File: src/rtl/adder_pkg.sv
// Shared definitions for the pipelined ripple-carry adder: mode encoding and
// slice geometry helpers used to split the carry chain across pipeline stages.
package adder_pkg;

    typedef enum logic {
        MODE_ADD = 1'b0,
        MODE_SUB = 1'b1
    } mode_e;

    function automatic int unsigned n_stages(input int unsigned dw, input int unsigned sw);
        return (dw + sw - 1) / sw;
    endfunction

    function automatic int unsigned slice_lo(input int unsigned k, input int unsigned sw);
        return k * sw;
    endfunction

    // The final slice may be narrower than sw when dw is not a multiple of it.
    function automatic int unsigned slice_w(input int unsigned k, input int unsigned dw,
                                            input int unsigned sw);
        int unsigned lo;
        lo = k * sw;
        return (dw - lo < sw) ? (dw - lo) : sw;
    endfunction

endpackage

File: src/rtl/carry_slice.sv
// Combinational W-bit ripple of full adders; also exposes the carry into the
// MSB so the owner of the top bit can derive signed overflow.
module carry_slice #(
    parameter int unsigned W = 8
) (
    input  logic [W-1:0] a,
    input  logic [W-1:0] b,
    input  logic         ci,
    output logic [W-1:0] s,
    output logic         co,
    output logic         c_msb
);

    logic carry;

    always_comb begin
        carry = ci;
        c_msb = 1'b0;
        s     = '0;
        for (int unsigned i = 0; i < W; i++) begin
            if (i == W - 1) begin
                c_msb = carry;
            end
            s[i]  = a[i] ^ b[i] ^ carry;
            carry = (a[i] & b[i]) | (carry & (a[i] ^ b[i]));
        end
        co = carry;
    end

endmodule

File: src/rtl/pipelined_ripple_adder.sv
// Pipelined add/subtract: one carry slice per register stage, valid/ready on
// both sides with full backpressure and bubble collapsing.
module pipelined_ripple_adder
    import adder_pkg::*;
#(
    parameter int unsigned DATA_WIDTH  = 32,
    parameter int unsigned STAGE_WIDTH = 8
) (
    input  logic                  clk,
    input  logic                  rst_n,
    input  logic [DATA_WIDTH-1:0] in_a,
    input  logic [DATA_WIDTH-1:0] in_b,
    input  logic                  in_ci,
    input  logic                  in_sub,
    input  logic                  in_vld,
    output logic                  in_rd,
    output logic [DATA_WIDTH-1:0] out_s,
    output logic                  out_co,
    output logic                  out_ovf,
    output logic                  out_vld,
    input  logic                  out_rd
);

    localparam int unsigned N_STAGES = n_stages(DATA_WIDTH, STAGE_WIDTH);

    // acc holds finished result bits below the current slice and untouched
    // operand-a bits above it, so one vector carries both forward.
    logic [DATA_WIDTH-1:0] acc_q [N_STAGES];
    logic [DATA_WIDTH-1:0] b_q   [N_STAGES];
    logic [DATA_WIDTH-1:0] s_src [N_STAGES];
    logic [DATA_WIDTH-1:0] b_src [N_STAGES];
    logic [DATA_WIDTH-1:0] acc_d [N_STAGES];
    logic                  ovf_d [N_STAGES];
    logic [N_STAGES-1:0]   vld;
    logic [N_STAGES-1:0]   adv;
    logic [N_STAGES-1:0]   vld_src;
    logic [N_STAGES-1:0]   carry_q;
    logic [N_STAGES-1:0]   c_src;
    logic [N_STAGES-1:0]   co_w;
    logic                  ovf_q;

    // A stage may advance unless it and every stage downstream is full and
    // the sink is stalled; evaluated per stage to avoid a self-referencing chain.
    always_comb begin : ready_chain
        logic full;
        full = 1'b1;
        adv  = '0;
        for (int unsigned j = 0; j < N_STAGES; j++) begin
            full                  = full & vld[N_STAGES-1-j];
            adv[N_STAGES-1-j]     = !full || out_rd;
        end
    end

    for (genvar k = 0; k < N_STAGES; k++) begin : g_stage
        localparam int unsigned LO = slice_lo(k, STAGE_WIDTH);
        localparam int unsigned W  = slice_w(k, DATA_WIDTH, STAGE_WIDTH);
        localparam logic [DATA_WIDTH-1:0] MASK = DATA_WIDTH'({W{1'b1}}) << LO;

        logic [W-1:0] s_sl;
        logic         c_msb;

        if (k == 0) begin : g_first
            assign vld_src[k] = in_vld;
            assign s_src[k]   = in_a;
            assign b_src[k]   = (in_sub == MODE_SUB) ? ~in_b : in_b;
            assign c_src[k]   = (in_sub == MODE_SUB) ? 1'b1 : in_ci;
        end else begin : g_next
            assign vld_src[k] = vld[k-1];
            assign s_src[k]   = acc_q[k-1];
            assign b_src[k]   = b_q[k-1];
            assign c_src[k]   = carry_q[k-1];
        end

        carry_slice #(.W(W)) u_slice (
            .a     (s_src[k][LO +: W]),
            .b     (b_src[k][LO +: W]),
            .ci    (c_src[k]),
            .s     (s_sl),
            .co    (co_w[k]),
            .c_msb (c_msb)
        );

        assign acc_d[k] = (s_src[k] & ~MASK) | (DATA_WIDTH'(s_sl) << LO);
        assign ovf_d[k] = c_msb ^ co_w[k];
    end

    always_ff @(posedge clk or negedge rst_n) begin
        if (!rst_n) begin
            vld     <= '0;
            carry_q <= '0;
            ovf_q   <= 1'b0;
            for (int unsigned k = 0; k < N_STAGES; k++) begin
                acc_q[k] <= '0;
                b_q[k]   <= '0;
            end
        end else begin
            for (int unsigned k = 0; k < N_STAGES; k++) begin
                if (adv[k]) begin
                    vld[k]     <= vld_src[k];
                    acc_q[k]   <= acc_d[k];
                    b_q[k]     <= b_src[k];
                    carry_q[k] <= co_w[k];
                end
            end
            if (adv[N_STAGES-1]) begin
                ovf_q <= ovf_d[N_STAGES-1];
            end
        end
    end

    assign in_rd   = adv[0];
    assign out_vld = vld[N_STAGES-1];
    assign out_s   = acc_q[N_STAGES-1];
    assign out_co  = carry_q[N_STAGES-1];
    assign out_ovf = ovf_q;

endmodule

File: config.mk
export PLATFORM = sky130hd
export DESIGN_NAME = pipelined_ripple_adder
export DESIGN_NICKNAME = d
export VERILOG_FILES = /design/src/rtl/adder_pkg.sv /design/src/rtl/carry_slice.sv /design/src/rtl/pipelined_ripple_adder.sv
export SDC_FILE = /design/constraint.sdc
export NUM_CORES = 1
export LEC_CHECK = 0
export ABC_AREA = 1
export ABC_CLOCK_PERIOD_IN_PS = 8800
export CORE_UTILIZATION = 55
export CTS_CLUSTER_DIAMETER = 30
export CTS_CLUSTER_SIZE = 25
export DETAILED_ROUTE_END_ITERATION = 10
export PLACE_DENSITY = 0.81
export SLEW_MARGIN = 20
export SYNTH_ARGS = -nofsm -noshare
export SYNTH_HDL_FRONTEND = slang
export SYNTH_SLANG_ARGS = --single-unit
File: constraint.sdc
create_clock -name clk -period 8.8 [get_ports clk]
set_clock_uncertainty 0.05 [all_clocks]
set_input_delay 1.76 -clock clk [delete_from_list [all_inputs] [get_ports clk]]
set_output_delay 1.76 -clock clk [all_outputs]
set_load 0.05 [all_outputs]
==> flow_metrics.py, run 1 <==
metrics = {
    "finish": {
        "fill_cells": 1161,
        "diodes": 0,
        "multi_input_area_sq_um": 3080,
        "drive_gt1_share_pct": 5.11,
        "regArea_sq_um": 4630,
        "area_growth_pct": 17.3,
        "finish.net_count": 1047,
    },
    "sta": {
        "hold_violations": 0,
        "tightest_slew_ns": 0.879,
        "setup_viol": 0,
        "fin_crit_ns": 5.66,
        "max_freq_mhz": 177,
        "rsz0062_at_grt": "no",
        "min_period_over_period_pct": 64.3,
        "slew_headroom_pct": 41.4,
        "tns_ns": 0,
        "slew_violations": 0,
        "final.setup.worst_slack_ns": 3.14,
    },
    "cts": {
        "cts_made_buffers": 17,
        "clock_path_buffers": 2,
        "hold_buffers": 0,
        "ctsResizeCount": 0,
        "clkTransAtPathRegs_ns": 0.06,
        "cts_tree": "done",
        "cts.sinks": 185,
        "cts_max_level": 4,
        "post_cts_buffers": 0,
        "clk_latency_ns": 0.43,
        "root_buffer": "clkbuf_16",
    },
    "worst_hold_path": {
        "hp-class": "reg -> reg",
    },
    "logic_synthesis": {
        "netlist.area_leader.share_pct": 54.5,
        "yosysTopAreaCell": "dfrtp_1",
        "synthCells": 905,
        "seq_area_frac_synth_pct": 54.5,
        "ys_top_cells_by_area": "dfrtp_1 54%, nand2_1 16%, fa_1 7.5%",
        "yosys_register_bits": 185,
        "synth.distinct_cells": 20,
        "syn-cell-area_sq_um": 8490,
        "synthesis.nets": 1007,
        "avgSynthCellArea_sq_um": 9.39,
        "yosys_warnings": 0,
    },
    "detailed_routing": {
        "drt.antenna.violating_nets": 0,
        "first_iter_violations": 656,
        "vias": 5976,
        "route.detailed.drc": 0,
        "wl_per_cell_um": 14.7,
        "vias_per_cell": 5.21,
        "wl_mm": 16.8,
        "drtPass1Iterations": 5,
    },
    "pwr": {
        "comb_power_share_pct": 30.2,
        "switchingPower_mw": 1.05,
        "seq_power_share_pct": 41.0,
        "p_clk_share_pct": 28.8,
        "switching_share_pct": 35.2,
        "peakVddDrop_v": 0.000164,
        "p_per_area_nw_per_um2": 300,
        "p_int_mw": 1.94,
        "leakage_nw": 4.99,
    },
    "global_route": {
        "grt_pass1_vias": 5805,
        "overflow": 0,
        "grt_pass1_wl_mm": 29.0,
        "grt_max_degree": 96,
        "grt_util_all_layers_pct": 23.2,
        "antenna_found_initial": 0,
    },
    "placed_design": {
        "gp_congestion": 0.794,
        "dp_hpwl_mm": 10.6,
        "portBuffers": 105,
        "dp_worst_setup_slack_ns": 2.67,
    },
    "worst_setup_path": {
        "slowest_stage": "buf_2",
        "path_class": "in -> reg",
        "cp-start-kind": "primary input",
        "slowest_delay_ns": 0.63,
        "endpoint_kind": "flop",
        "crit_top_cell": "fa_1",
        "crit_arrival_ns": 5.93,
        "cp_cell_sequence": "buf_2, xnor2_1, fa_1, inv_1, fa_1, inv_1, fa_1, fa_1, fa_1, fa_1, fa_1, inv_1, fa_1, nand2_1, nand2_1",
        "required_ns": 9.07,
        "path_max_fanout": 33,
    },
    "floorplan": {
        "rows": 45,
        "ioPinCount": 106,
        "fp.coreArea_sq_um": 15100,
        "start_util_pct": 56.1,
        "fp.dieArea_sq_um": 15900,
        "die_w_um": 126,
        "dieHeight_um": 126,
    },
    "run_status": {
        "status": "finished, final reports clean",
    },
    "run": {
        "cap_viol_max_count": 0,
    },
}
-- worst max-delay path: cells and delay by family --
kind,cells,cell delay (ns)
XOR/XNOR,1,0.20
buffers and inverters,4,0.86
adder cells (fa/ha/maj),8,2.97
AND/OR/NAND/NOR,2,0.13
-- area by class of cell --
| class | count | share of cell area [%] |
|---|---|---|
| clock buffers | 18 | 4.31 |
| repair buffers | 112 | 11.1 |
| multi-input cells | 566 | 30.9 |
| clock inverters | 14 | 2.47 |
| well taps | 188 | 2.36 |
| flip-flops and latches | 185 | 46.5 |
| inverters | 63 | 2.37 |
-- power groups by stage --
stage	Clock [mW]	Sequential [mW]	Combinational, mW
floorplan	0	1.21	0.694
global placement	0	1.23	0.869
detailed placement	0	1.24	0.891
CTS	0.867	1.23	0.910
global route	0.904	1.26	0.998
finish	0.860	1.23	0.904
-- registers in the layout, indices dropped and copies added, names as in the netlist --
| name | flops |
|---|---|
| acc_q | 96 |
| b_q | 48 |
| carry_q | 4 |
| out_ovf | 1 |
| out_s | 32 |
| vld | 4 |
-- through the flow --
stage | std cells | power (mW) | utilization (%) | hold slack [ns] | cell area [sq um]
3_5_place_dp | 1114 | 2.13 | 61.3 | 0.402 | 9280
3_3_place_gp | 1114 | 2.10 | 61.3 | 0.401 | 9280
2_1_floorplan | 905 | 1.91 | - | 0.390 | 8490
5_1_grt | 1146 | 3.16 | 65.8 | 0.436 | 9960
6_report | 1146 | 2.99 | 65.8 | 0.419 | 9960
4_1_cts | 1146 | 3.00 | 65.7 | 0.418 | 9950
-- cell usage in the layout (no fill, tap or decap), drive strengths merged --
master / n
nand2: 360
dfrtp: 185
clkdlybuf4s50: 103
inv: 64
nand4: 57
o21ai: 52
fa: 32
xor2: 27
nand3: 27
clkbuf: 18
buf: 9
clkinv: 7
xnor2: 6
bufinv: 6
nor2: 3
or2: 2
-- path summary, 6_finish.rpt --
check                           from    endpoint  slack, ns  cells past startpoint
min in group asynchronous      rst_n   out_s[26]       1.34                      1
max in group asynchronous      rst_n  acc_q[112]       6.04                      2
setup / recovery              in_sub  acc_q[103]       3.14                     15
hold reg to reg            acc_q[35]    out_s[3]       0.42                      2
hold / removal             acc_q[35]    out_s[3]       0.42                      2
setup reg to reg           acc_q[80]   acc_q[55]       4.84                     12
-- synth_stat cells (all sizes together) --
| cell | count |
|---|---|
| nand3 | 27 |
| nand2 | 360 |
| xor2 | 27 |
| clkbuf | 23 |
| dfrtp | 185 |
| inv | 63 |
| or2 | 2 |
| nor2 | 3 |
| buf | 68 |
| xnor2 | 6 |
| o21ai | 52 |
| fa | 32 |
| nand4 | 57 |
-- routing by layer --
metal | track usage [%] | vias up | share of wire [%]
met1 | 33.5 | 2882 | 45
met5 | 0 | - | 0
met4 | 6.38 | 0 | 1.5
met2 | 36.2 | 190 | 48
li1 | - | 2886 | -
met3 | 4.72 | 18 | 5.1
-- logic make-up after synthesis --
logic type	Yosys count	share of synthesized area [%]
compound gates	52	3.06
xor+xnor	33	3.40
fa+ha+maj	32	7.54
buf+inv	154	9.34
flops	185	54.5
simple gates	449	22.2
(Power assumes the default switching activity.)
==> run 2, diff against run 1 <==
--- a/config.mk
+++ b/config.mk
@@ -6,7 +6,7 @@
 export NUM_CORES = 1
 export LEC_CHECK = 0
 export ABC_AREA = 1
-export ABC_CLOCK_PERIOD_IN_PS = 8800
+export ABC_CLOCK_PERIOD_IN_PS = 5700
 export CORE_UTILIZATION = 55
 export CTS_CLUSTER_DIAMETER = 30
 export CTS_CLUSTER_SIZE = 25
==> constraint.sdc (replaced) <==
create_clock -name clk -period 5.7 [get_ports clk]
set_clock_uncertainty 0.05 [all_clocks]
set_input_delay 1.14 -clock clk [delete_from_list [all_inputs] [get_ports clk]]
set_output_delay 1.14 -clock clk [all_outputs]
set_load 0.05 [all_outputs]
==> run 2 against run 1 <==
Against the previous run:
- worst hold slack got worse by 0.0029 ns
- critical endpoint unchanged
- die area unchanged
- sequential cell count unchanged
- sequential share of layout area increased by 0.44 points
- register-to-register slack got worse by 3.1 ns
- sequential power increased by 54%
- first-iteration DRC count decreased by 22%
==> flow_metrics.py, run 2 (synthesis results as in run 1) <==
metrics = {
    "worst_setup_path": {
        "reg2regPathDepth": 12,
        "slowest_stage": "clkdlybuf4s50_1",
        "r2r-start": "acc_q[56]",
        "r2r_setup_slack_ns": 1.76,
        "crit_arrival_ns": 4.97,
        "path_class": "in -> reg",
        "required_ns": 5.97,
        "reg2reg_to": "out_s[31]",
        "endpoint_kind": "flop",
        "cp-start-kind": "primary input",
        "slowest_delay_ns": 0.41,
        "path_max_fanout": 1,
        "cp_cell_sequence": "clkdlybuf4s50_1, xnor2_1, fa_1, inv_1, fa_1, inv_1, fa_1, fa_1, fa_1, fa_1, fa_1, inv_1, fa_1, nand2_1, nand2_1",
        "crit_top_cell": "fa_1",
    },
    "sta": {
        "hold_violations": 0,
        "rsz0062_at_grt": "no",
        "slew_headroom_pct": 27.4,
        "tightest_slew_ns": 1.09,
        "fin_crit_ns": 4.70,
        "min_period_over_period_pct": 82.5,
        "setup_viol": 0,
        "slew_violations": 0,
        "final.setup.worst_slack_ns": 0.996,
        "holdWs_ns": 0.416,
        "max_freq_mhz": 213,
        "tns_ns": 0,
    },
    "cts": {
        "cts_max_level": 4,
        "root_buffer": "clkbuf_16",
        "ctsResizeCount": 0,
        "cts_tree": "done",
        "hold_buffers": 0,
        "clk_latency_ns": 0.43,
        "clkTransAtPathRegs_ns": 0.06,
        "post_cts_buffers": 0,
        "clock_path_buffers": 2,
        "cts.sinks": 185,
        "cts_made_buffers": 17,
    },
    "finish": {
        "diodes": 0,
        "layout_common_cells": "359 x nand2_1, 183 x dfrtp_1, 102 x clkdlybuf4s50_1, 62 x inv_1, 57 x nand4_1",
        "largest_reg_flops": 96,
        "finish.net_count": 1050,
        "fill_cells": 1228,
        "largest-register": "acc_q",
        "drive_gt1_share_pct": 5.31,
        "layout.cells.non_filler": 1149,
        "layout_commonest_cell": "nand2_1",
        "area_growth_pct": 16.2,
    },
    "pwr": {
        "comb_power_share_pct": 31.3,
        "seq_power_share_pct": 43.1,
        "p_int_mw": 2.82,
        "p_per_area_nw_per_um2": 445,
        "p_clk_share_pct": 25.6,
        "leakage_nw": 4.95,
        "peakVddDrop_v": 0.000261,
        "switchingPower_mw": 1.57,
        "switching_share_pct": 35.8,
    },
    "worst_hold_path": {
        "hold_depth": 2,
        "min_to": "acc_q[66]",
        "min_from": "acc_q[98]",
        "hp-class": "reg -> reg",
    },
    "detailed_routing": {
        "vias": 5939,
        "first_iter_violations": 512,
        "wl_mm": 16.7,
        "drt.antenna.violating_nets": 0,
        "wl_per_cell_um": 14.5,
        "route.detailed.drc": 0,
        "drtPass1Iterations": 5,
        "vias_per_cell": 5.17,
    },
    "floorplan": {
        "die_w_um": 126,
        "rows": 45,
        "ioPinCount": 106,
        "fp.coreArea_sq_um": 15100,
        "start_util_pct": 56.1,
        "dieHeight_um": 126,
        "fp.dieArea_sq_um": 15900,
    },
    "global_route": {
        "grt_max_degree": 107,
        "grt_pass1_vias": 5688,
        "grt_pass1_wl_mm": 28.4,
        "overflow": 0,
        "antenna_found_initial": 0,
        "grt_util_all_layers_pct": 23.1,
    },
    "placed_design": {
        "dp_hpwl_mm": 11.0,
        "gp_congestion": 0.763,
        "dp_worst_setup_slack_ns": 0.566,
        "dp.cells": 1117,
        "portBuffers": 105,
    },
    "run": {
        "cap_viol_max_count": 0,
    },
    "run_status": {
        "status": "finished, final reports clean",
    },
}
run 2: cell types whose count changed in the layout (fill, tap and decap cells not counted):
cell,before,now
clkinv_2,1,4
bufinv_16,6,1
clkinv_4,6,0
buf_6,2,1
nand2_4,1,0
clkbuf_1,1,3
nand2_2,0,1
clkinvlp_4,0,2
inv_6,1,0
clkdlybuf4s50_1,103,102
clkbuf_8,0,5
buf_4,6,11
run 2: how the worst max path moves through the flow:
stage	cells after the start	endpoint	slack, ns	start
final	15	acc_q[103]	1.0	in_b[0]
after global routing	15	acc_q[103]	0.79	in_a[0]
after CTS	15	acc_q[103]	1.01	in_b[0]
after detailed placement	15	acc_q[103]	0.57	in_b[0]
after global placement	15	acc_q[103]	0.61	in_b[0]
after floorplan	16	acc_q[103]	0.81	in_sub
run 2: area by class of cell:
class	instances	area, sq um	area share [%]
clock buffer	25	505	5.12
tap	188	235	2.38
inverter	63	236	2.40
timing repair buffer	115	1120	11.3
clock inverter	7	65.1	0.659
sequential	185	4630	46.9
multi-input combinational	566	3070	31.2
run 2: worst max-delay path: cells and delay by family:
family	cells	cell delay, ns
adder cells (fa/ha/maj)	8	2.92
buffers and inverters	4	0.63
AND/OR/NAND/NOR	2	0.13
XOR/XNOR	1	0.15
run 2: through the flow:
stage	utilization, %	power (mW)	cell area, sq um
3_5_place_dp	61.4	3.29	9300
4_1_cts	65.2	4.43	9870
2_1_floorplan	-	2.95	8490
3_3_place_gp	61.4	3.24	9300
6_report	65.2	4.40	9870
5_1_grt	65.2	4.66	9870
run 2: power by group through the flow:
| stage | Combinational, mW | Clock, mW | Sequential, mW |
|---|---|---|---|
| floorplan | 1.07 | 0 | 1.87 |
| global placement | 1.33 | 0 | 1.90 |
| detailed placement | 1.37 | 0 | 1.92 |
| CTS | 1.39 | 1.14 | 1.90 |
| global route | 1.53 | 1.19 | 1.94 |
| finish | 1.38 | 1.12 | 1.90 |
run 2: metal layers:
metal / global-route usage, % / vias up / routed length [um]
li1: - / 2889 / -
met1: 32.7 / 2850 / 7730
met2: 35.7 / 177 / 7860
met3: 4.29 / 23 / 737
met4: 9.21 / 0 / 359
met5: 0 / - / 0
==> run 3, diff against run 2 <==
--- a/config.mk
+++ b/config.mk
@@ -6,7 +6,7 @@
 export NUM_CORES = 1
 export LEC_CHECK = 0
 export ABC_AREA = 1
-export ABC_CLOCK_PERIOD_IN_PS = 5700
+export ABC_CLOCK_PERIOD_IN_PS = 4650
 export CORE_UTILIZATION = 55
 export CTS_CLUSTER_DIAMETER = 30
 export CTS_CLUSTER_SIZE = 25
==> constraint.sdc (replaced) <==
create_clock -name clk -period 4.65 [get_ports clk]
set_clock_uncertainty 0.05 [all_clocks]
set_input_delay 0.93 -clock clk [delete_from_list [all_inputs] [get_ports clk]]
set_output_delay 0.93 -clock clk [all_outputs]
set_load 0.05 [all_outputs]
==> run 3 against run 2 <==
Against the previous run:
- global-route usage is essentially flat
- sequential cell count is the same
- combinational power grew 23%
- cell count is essentially flat
- first-iteration DRC count grew 17%
- critical endpoint unchanged
- largest power group unchanged
==> flow_metrics.py, run 3 (synthesis results as in run 1) <==
metrics = {
    "run_status": {
        "status": "finished, final reports clean",
    },
    "global_route": {
        "grt_use_met3_pct": 4.16,
        "busiest_layer": "met2",
        "grt_pass1_wl_mm": 28.8,
        "grt_util_all_layers_pct": 23.1,
        "overflow": 0,
        "antenna_found_initial": 0,
        "use_met1_pct": 33.3,
        "gr-usage-met2_pct": 35.9,
        "grt_max_degree": 116,
        "grt_pass1_vias": 5889,
    },
    "worst_hold_path": {
        "min_from": "acc_q[55]",
        "hp-class": "reg -> reg",
        "hold_depth": 2,
        "min_to": "out_s[23]",
    },
    "floorplan": {
        "dieHeight_um": 126,
        "fp.dieArea_sq_um": 15900,
        "die_w_um": 126,
        "rows": 45,
        "fp.coreArea_sq_um": 15100,
        "start_util_pct": 56.1,
        "ioPinCount": 106,
    },
    "sta": {
        "slew_headroom_pct": 37.0,
        "holdWs_ns": 0.419,
        "hold_violations": 0,
        "rsz0062_at_grt": "no",
        "slew_violations": 0,
        "min_period_over_period_pct": 95.6,
        "setup_viol": 0,
        "fin_crit_ns": 4.44,
        "max_freq_mhz": 225,
        "final.setup.worst_slack_ns": 0.205,
        "tightest_slew_ns": 0.944,
    },
    "detailed_routing": {
        "wl_per_cell_um": 14.6,
        "first_iter_violations": 600,
        "drtPass1Iterations": 5,
        "route.detailed.drc": 0,
        "vias": 5904,
        "vias_per_cell": 5.13,
        "drt.antenna.violating_nets": 0,
        "wl_mm": 16.8,
    },
    "placed_design": {
        "gp_congestion": 0.772,
        "dp_worst_setup_slack_ns": -0.286,
        "portBuffers": 105,
        "dp_hpwl_mm": 11.2,
    },
    "worst_setup_path": {
        "path_max_fanout": 1,
        "r2r_setup_slack_ns": 0.67,
        "crit_arrival_ns": 4.71,
        "endpoint_kind": "flop",
        "cp-start-kind": "primary input",
        "reg2regPathDepth": 14,
        "required_ns": 4.92,
        "r2r-start": "acc_q[104]",
        "reg2reg_to": "acc_q[79]",
        "path_class": "in -> reg",
    },
    "pwr": {
        "leakage_nw": 4.95,
        "power_mw": 5.41,
        "peakVddDrop_v": 0.000325,
        "p_per_area_nw_per_um2": 547,
    },
    "cts": {
        "cts_max_level": 4,
        "cts.sinks": 185,
        "clock_path_buffers": 2,
        "cts_tree": "done",
        "cts_made_buffers": 17,
        "clk_latency_ns": 0.43,
        "root_buffer": "clkbuf_16",
        "clkTransAtPathRegs_ns": 0.06,
    },
    "finish": {
        "area_growth_pct": 16.4,
        "diodes": 0,
        "largest_reg_flops": 96,
        "layout_common_cells": "359 x nand2_1, 183 x dfrtp_1, 102 x clkdlybuf4s50_1, 62 x inv_1, 57 x nand4_1",
        "drive_gt1_share_pct": 5.72,
        "layout_commonest_cell": "nand2_1",
        "largest-register": "acc_q",
        "fill_cells": 1167,
        "finish.net_count": 1052,
    },
    "run": {
        "cap_viol_max_count": 0,
    },
}
run 3: cell count changes in the layout (fill, tap and decap cells not counted), sizes merged:
cell,change
clkinvlp,+1
inv,+2
clkinv,+1
bufinv,+1
buf,+1
clkbuf,-5
run 3: cell type report:
cell class,count,area [sq um],share of cell area [%]
clock buffer,19,443,4.48
timing repair buffer,117,1140,11.5
multi-input combinational,566,3080,31.1
clock inverter,12,125,1.27
inverter,63,236,2.39
tap,188,235,2.38
sequential,185,4630,46.9
run 3: worst max-delay path by stage:
stage / startpoint / end / slack, ns
finish: in_b[0] / acc_q[103] / 0.21
global route: in_b[0] / acc_q[103] / 0.04
CTS: in_b[0] / acc_q[103] / 0.16
detailed placement: in_b[0] / acc_q[103] / -0.29
global placement: in_b[0] / acc_q[103] / -0.22
floorplan: in_sub / acc_q[103] / 0.007
run 3: critical path, stage by stage:
cell and delay [ns]:
clkdlybuf4s50_1 0.42, xnor2_1 0.16, fa_1 0.41, inv_1 0.08, fa_1 0.16, inv_1 0.05
fa_1 0.40, fa_1 0.40, fa_2 0.35, fa_1 0.38, fa_1 0.36, inv_1 0.07
fa_1 0.40, nand2_1 0.08, nand2_1 0.05
run 3: timing repair:
item                                    in CTS  in global routing
endpoints found under the hold margin        0                  0
hold buffers                                 0                  0
setup buffers                                0                  0
resized for setup                            0                  1
endpoints found under the setup margin       0                  1
run 3: per-stage QoR:
step | area, sq um | cells | setup TNS (ns) | util (%)
after floorplan | 8500 | 905 | 0 | -
after global placement | 9310 | 1119 | -0.222 | 61.5
after detailed placement | 9310 | 1119 | -0.286 | 61.5
after CTS | 9880 | 1150 | 0 | 65.2
after global routing | 9890 | 1150 | 0 | 65.3
final | 9890 | 1150 | 0 | 65.3
run 3: power breakdown:
part           leakage, nW  internal (mW)  switching (mW)
logic                 2.45          0.594            1.10
registers             2.22           2.06           0.257
clock network        0.275          0.800           0.593
total                 4.95           3.45            1.95
run 3: layer usage:
layer	wire [um]	vias up
met5	0	-
met4	283	0
met3	697	17
met2	7800	160
met1	7980	2844
li1	-	2883
